## src/rtl/pwm_capture.sv

```systemverilog
// rtl/pwm_capture.sv - PWM line period/high-time capture with duty quantisation and stuck detection
// Optional glitch filter: define PWM_CAPTURE_FILTER_EN.
module pwm_capture #(
    parameter int CNT_W      = 18,
    parameter int TIMEOUT    = 200000,
    parameter int FILTER_LEN = 4
) (
    input  logic             clock_50mhz,
    input  logic             reset_n,
    input  logic             pwm_in,
    output logic [CNT_W-1:0] period,
    output logic [CNT_W-1:0] high_time,
    output logic [1:0]       duty_code,
    output logic             meas_valid,
    output logic             locked,
    output logic             stuck
);

    typedef enum logic [1:0] {IDLE, MEAS, STUCK} state_t;

    localparam logic [CNT_W-1:0] TO = CNT_W'(TIMEOUT);

    state_t state, state_next;
    logic sync1, sync2, s, s_d;
    logic rise, fall, timeout;
    logic do_meas, enter_stuck, clr_cnt;
    logic [CNT_W-1:0] pcnt, hcnt;
    logic [CNT_W+2:0] h8, pe, p3, p5, p7;
    logic [1:0] quant;

    always_ff @(posedge clock_50mhz) begin
        if (!reset_n) begin
            sync1 <= 1'b0;
            sync2 <= 1'b0;
            s_d   <= 1'b0;
        end else begin
            sync1 <= pwm_in;
            sync2 <= sync1;
            s_d   <= s;
        end
    end

`ifdef PWM_CAPTURE_FILTER_EN
    localparam int FW = $clog2(FILTER_LEN + 1);
    logic [FW-1:0] filt_cnt;
    logic          s_filt;

    always_ff @(posedge clock_50mhz) begin
        if (!reset_n) begin
            filt_cnt <= '0;
            s_filt   <= 1'b0;
        end else if (sync2 == s_filt) begin
            filt_cnt <= '0;
        end else if (filt_cnt == FW'(FILTER_LEN - 1)) begin
            s_filt   <= sync2;
            filt_cnt <= '0;
        end else begin
            filt_cnt <= filt_cnt + FW'(1);
        end
    end

    assign s = s_filt;
`else
    if (FILTER_LEN < 1) begin : g_filter_len_invalid
    end

    assign s = sync2;
`endif

    assign rise    = s & ~s_d;
    assign fall    = ~s & s_d;
    assign timeout = (pcnt == TO);

    // Products are CNT_W+3 bits wide so 8*h and 7*p cannot overflow.
    assign h8 = {hcnt, 3'b000};
    assign pe = {3'b000, pcnt};
    assign p3 = pe + (pe << 1);
    assign p5 = pe + (pe << 2);
    assign p7 = (pe << 3) - pe;

    always_comb begin
        quant = 2'd3;
        if (h8 < p3)      quant = 2'd0;
        else if (h8 < p5) quant = 2'd1;
        else if (h8 < p7) quant = 2'd2;
    end

    always_comb begin
        state_next  = state;
        do_meas     = 1'b0;
        enter_stuck = 1'b0;
        clr_cnt     = 1'b0;
        case (state)
            IDLE: begin
                if (rise) begin
                    state_next = MEAS;
                end else if (timeout) begin
                    state_next  = STUCK;
                    enter_stuck = 1'b1;
                end
            end
            MEAS: begin
                if (rise) begin
                    do_meas = 1'b1;
                end else if (timeout) begin
                    state_next  = STUCK;
                    enter_stuck = 1'b1;
                end
            end
            STUCK: begin
                if (rise) begin
                    state_next = MEAS;
                end else if (fall) begin
                    // Restart the timeout so IDLE gets a full window before re-declaring stuck.
                    state_next = IDLE;
                    clr_cnt    = 1'b1;
                end
            end
            default: state_next = IDLE;
        endcase
    end

    always_ff @(posedge clock_50mhz) begin
        if (!reset_n) begin
            state <= IDLE;
            pcnt  <= '0;
            hcnt  <= '0;
        end else begin
            state <= state_next;
            if (rise) begin
                pcnt <= CNT_W'(1);
                hcnt <= CNT_W'(1);
            end else if (clr_cnt) begin
                pcnt <= '0;
                hcnt <= '0;
            end else begin
                if (pcnt != TO)      pcnt <= pcnt + CNT_W'(1);
                if (s && hcnt != TO) hcnt <= hcnt + CNT_W'(1);
            end
        end
    end

    always_ff @(posedge clock_50mhz) begin
        if (!reset_n) begin
            period     <= '0;
            high_time  <= '0;
            duty_code  <= 2'd0;
            meas_valid <= 1'b0;
            locked     <= 1'b0;
            stuck      <= 1'b0;
        end else begin
            meas_valid <= 1'b0;
            if (do_meas) begin
                period     <= pcnt;
                high_time  <= hcnt;
                duty_code  <= quant;
                meas_valid <= 1'b1;
                locked     <= 1'b1;
            end
            if (enter_stuck) begin
                period     <= '0;
                high_time  <= '0;
                duty_code  <= s ? 2'd3 : 2'd0;
                meas_valid <= 1'b1;
                locked     <= 1'b0;
                stuck      <= 1'b1;
            end
            if (state == STUCK && state_next != STUCK) stuck <= 1'b0;
        end
    end

endmodule
```

## config.mk

```make
export PLATFORM = sky130hd
export DESIGN_NAME = pwm_capture
export DESIGN_NICKNAME = d
export VERILOG_FILES = /design/src/rtl/pwm_capture.sv
export SDC_FILE = /design/constraint.sdc
export NUM_CORES = 1
export LEC_CHECK = 0
export CAP_MARGIN = 5
export CORE_MARGIN = 5
export CORE_UTILIZATION = 45
export DETAILED_ROUTE_END_ITERATION = 6
export PLACE_DENSITY = 0.73
export SLEW_MARGIN = 25
export SYNTH_ARGS = -nofsm -noshare
export SYNTH_HDL_FRONTEND = slang
export SYNTH_SLANG_ARGS = --single-unit
```

## constraint.sdc

```tcl
create_clock -name clock_50mhz -period 7.5 [get_ports clock_50mhz]
set_clock_uncertainty 0.1 [all_clocks]
set_input_delay 1.5 -clock clock_50mhz [delete_from_list [all_inputs] [get_ports clock_50mhz]]
set_output_delay 1.5 -clock clock_50mhz [all_outputs]
set_load 0.005 [all_outputs]
```

Word level (Yosys, flattened, before mapping)
Index checks and enable logic that the tools add are counted.
{ "word_totals": {"inputBits": 3, "ff_bits": 82} }
{ "op_classes": {"eq_ne": 6, "add_sub_neg": 5, "n_bitwise": 5, "n_reduce_logical": 10, "n_mux": 28, "order_cmp": 3} }
{ "ops": {"columns": ["op", "count"], "rows": [
  ["21-bit less-than comparator", 2],
  ["18-bit by 1-bit adder with 18-bit output, second input constant", 2],
  ["18-bit inequality test, second input constant", 2],
  ["18-bit by 20-bit adder with 21-bit output", 1],
  ["21-bit by 20-bit less-than comparator with 1-bit output", 1],
  ["21-bit by 18-bit subtractor with 21-bit output", 1],
  ["18-bit by 19-bit adder with 20-bit output", 1],
  ["2-bit 2-to-1 mux", 10],
  ["18-bit equality test, second input constant", 1],
  ["1-bit 2-to-1 mux", 17],
  ["2-bit case mux with 3 select lines", 1],
  ["3-bit nonzero test", 2],
  ["2-bit OR reduction", 3],
  ["1-bit NOT", 3],
  ["3-bit OR reduction", 1],
  ["1-bit bitwise AND", 2],
  ["2-bit by 1-bit equality test with 1-bit output, second input constant", 1],
  ["2-bit equality test, second input constant", 1],
  ["1-bit logical AND", 2],
  ["2-bit zero test", 1],
  ["2-bit inequality test, second input constant", 1],
  ["2-bit nonzero test", 1]
]} }

Longest topological paths before layout
{ "logic_depth": {"depth_word": 8, "depth_mapped": 16, "ltp_nobuf": 16} }

Least setup slack after synthesis
Ideal clock, no wire load.
{ "synth_timing": {"path_type": "register to register", "start": "register pcnt[2]", "end": "register duty_code[0]", "arrival_time_ps": 3238, "path_stages_with_launch": 16, "slack_ps": 4042, "required_ps": 7280, "synth_period_minus_slack_ps": 3458, "path_cell_list": "dfxtp_1 -> inv_1 -> ha_1 -> a211oi_1 -> o21bai_1 -> o22ai_1 -> o22ai_1 -> o41ai_1 -> xor2_1 -> ha_1 -> a21oi_1 -> nor3_1 -> nor3_1 -> o211ai_1 -> a311o_1 -> o31a_1"} }
{ "synth_via": {"elab_chain_len": 7, "word_cells_on_any_way": 16, "cone_classes": "add/sub: 3; order compare: 3; eq/ne: 1; mux: 8; reduce/logical: 1"} }
{ "synth_lines": {"columns": ["element", "line", "text"], "rows": [
  ["from (decl)", "27", "logic [CNT_W-1:0] pcnt, hcnt;"],
  ["from (signal assigned)", "137", "if (pcnt != TO) pcnt <= pcnt + CNT_W'(1);"],
  ["21-bit by 18-bit subtractor with 21-bit output", "79", "assign p7 = (pe << 3) - pe;"],
  ["21-bit less-than comparator", "85", "else if (h8 < p7) quant = 2'd2;"],
  ["1-bit 2-to-1 mux", "85", null],
  ["2-bit 2-to-1 mux", "84", "else if (h8 < p5) quant = 2'd1;"],
  ["2-bit 2-to-1 mux", "83", "if (h8 < p3) quant = 2'd0;"],
  ["2-bit 2-to-1 mux", "153", "if (do_meas) begin"],
  ["2-bit 2-to-1 mux", "160", "if (enter_stuck) begin"],
  ["to (signal assigned)", "156", "duty_code <= quant;"],
  ["to (signal assigned)", "163", "duty_code <= s ? 2'd3 : 2'd0;"],
  ["to (decl)", "13", "output logic [1:0] duty_code,"]
]} }
Several ways; a longest one is shown, not always the timed one. The select of a mux whose other input is x is not followed.
A chain may end at the register's enable or synchronous reset.

Worst setup path in the final report
Same ends and word-level chain as after synthesis.

==> reports/qor.yml <==
timing:
  holdWs_ns: 0.336
  maxSlewHeadroom: 0.307
  fmax_mhz: 249
  post-route-min-period_ns: 4.02
  rsz0062_at_grt: "false"
  layout_setup_ws_ns: 3.48
  tightest_slew_ns: 1.03
  setup_tns_ns: 0
  hold_viol_final: 0
  slew_violations: 0
  setup-violations-final: 0
  min_period_over_period: 0.536
worst_setup_path:
  r2r_cells: 15
  cp_data_required_time_ns: 7.65
  path_class: "reg -> reg"
  critPathSlowestCell: "dfxtp_1"
  critical_path.max_fanout: 9
  worstPathCellList: "inv_1 -> ha_1 -> nor2b_1 -> o2111ai_1 -> nand3_1 -> a221oi_1 -> a21oi_1 -> a21oi_1 -> ha_1 -> nand4_1 -> nor3_1 -> nor3_1 -> o211ai_1 -> a311o_1 -> o31a_1"
  critPathMaxStageDelay_ns: 0.56
  start_kind: "register"
  cp.arrival_ns: 4.17
  crit_path_end_kind: "register"
synthesis:
  syn_inst: 872
  ys_ff_latch: 82
  synth_area_leaders: "dfxtp_1 (24%), ha_1 (21%), a21oi_1 (6.9%)"
  yosysTopAreaCell: "dfxtp_1"
  synthDistinctLibCells: 64
  synth_area_mm2: 0.00689
  synth_edf_count: 0
  synth.top_cells.by_count: "nand2_1 (120), ha_1 (114), a21oi_1 (95), dfxtp_1 (82), nor2_1 (75)"
  synth_top_cell_area_share: 0.238
  synthFlopType: "dfxtp_1"
  yosysMostFrequentCell: "nand2_1"
  synth_seq_area_share: 0.238
  yosysWarningCount: 0
  synth_nets: 991
  avgSynthCellArea_um2: 7.90
  ys_async_sr_fraction: 0
floorplan:
  rows: 45
  die_area_mm2: 0.0179
  start_util: 0.457
  io_pins: 44
  core_mm2: 0.0151
  die_w_um: 134
  die_h_um: 134
cts:
  clockBufferDepth: 2
  cts_resized: 0
  h-tree-depth: 3
  clkSinkCount: 82
  cts_tree: "yes"
  cts-root-buf: "clkbuf_16"
  clk_pin_slew_worst_paths_ns: 0.06
  cts-hold-fix-buffers: 0
  post_cts_buffers: 0
  cts_buffers: 9
  insertion_delay_ns: 0.35
route:
  wl_met2_mm: 8.26
  first_iter_violations: 481
  top_layer: "met4"
  antenna_left: 0
  vias: 6386
  dr.pass1.iters: 5
  wl_per_cell_um: 16.8
  met1Wirelength_mm: 8.69
  viasPerCell: 5.82
  wl_met3_um: 917
  routed_wl_mm: 18.4
  drc: 0
pwr:
  ir_drop_uv: 111
  p_total_mw: 1.04
  p_leak_nw: 3.19
  power_density_mw_per_mm2: 134
grt:
  grt_pass1_wl_mm: 30.3
  grt_max_degree: 37
  antenna_found_initial: 0
  overflow: 0
  track_usage: 0.209
  grt_pass1_vias: 6021
finish:
  fillers: 1471
  finish.utilization: 0.516
  antenna-diode-count: 0
  syn_to_final_growth_pct: 13.0
  final_nets: 1023
  drive_above_1_share: 0.0275
min_path:
  min_path_cells: 1
  hold_class: "reg -> reg"
placed_design:
  port_buffers: 43
  dp_slack_ns: 3.50
  place_hpwl_mm: 13.9
  routabilityCongestion: 0.927
job:
  cap_violations: 0
outcome:
  outcome: "finished clean"
==> worst max-delay path, delay by kind of cell, from the launching register on <==
kind,cells,cell delay [ns]
fa+ha+maj,2,0.67
buf+inv,1,0.22
compound gates,7,1.68
simple gates,5,0.68
flops,1,0.56
==> sequential cells by signal (all words and copies together), names as in the netlist <==
signal and flops:
s 1, high_time 18, s_d 1, locked 1
state 2, meas_valid 1, sync1 1, stuck 1
duty_code 2, period 18, pcnt 18, hcnt 18
==> report_power, final <==
part | switching [mW] | internal, mW
clock network | 0.189 | 0.267
logic | 0.0869 | 0.0559
registers | 0.00708 | 0.439
==> area by class of cell <==
cell class	count	area, µm²	area share
Multi-Input combinational cell	726	5010	0.643
Sequential cell	82	1640	0.211
Timing Repair Buffer	47	460	0.0591
Clock buffer	10	239	0.0307
Tap cell	188	235	0.0302
Inverter	38	143	0.0183
Clock inverter	6	65.1	0.00835
==> final timing paths <==
kind,slack [ns],end,start
max,3.48,duty_code[0],pcnt[2]
min,0.34,s,sync1
max reg2reg,3.48,duty_code[0],pcnt[2]
min reg2reg,0.34,s,sync1
==> per-layer routing <==
layer	up-vias	track usage
li1	3211	-
met1	2949	0.283
met2	185	0.333
met3	41	0.0295
met4	0	0.0880
met5	-	0
==> per-stage QoR <==
stage | instance area [µm²] | cells
2_1_floorplan | 6890 | 872
3_3_place_gp | 7490 | 1081
3_5_place_dp | 7490 | 1081
4_1_cts | 7790 | 1097
5_1_grt | 7790 | 1097
6_report | 7790 | 1097
==> layout by cell type (no fill, tap or decap), types with 11 or more instances in the layout <==
master           count
nand2_1            120
nand2b_1            11
o21ai_1             11
xor2_1              36
a21o_1              16
clkdlybuf4s50_1     43
nand3_1             29
nor3_1              13
o21ai_0             17
xnor2_1             43
dfxtp_1             82
a21oi_1             95
ha_1               114
nand4_1             17
inv_1               37
nor2_1              75
==> cells by family (layout without fill, tap and decap cells) <==
logic type / after synthesis / in the layout / synth area share
simple gates: 316 / 316 / 0.216
flops: 82 / 82 / 0.238
compound gates: 212 / 212 / 0.192
buf+inv: 64 / 101 / 0.0361
mux: 3 / 3 / 0.00436
fa+ha+maj: 116 / 116 / 0.213
xor+xnor: 79 / 79 / 0.100
Power figures use the tool's default switching activity.
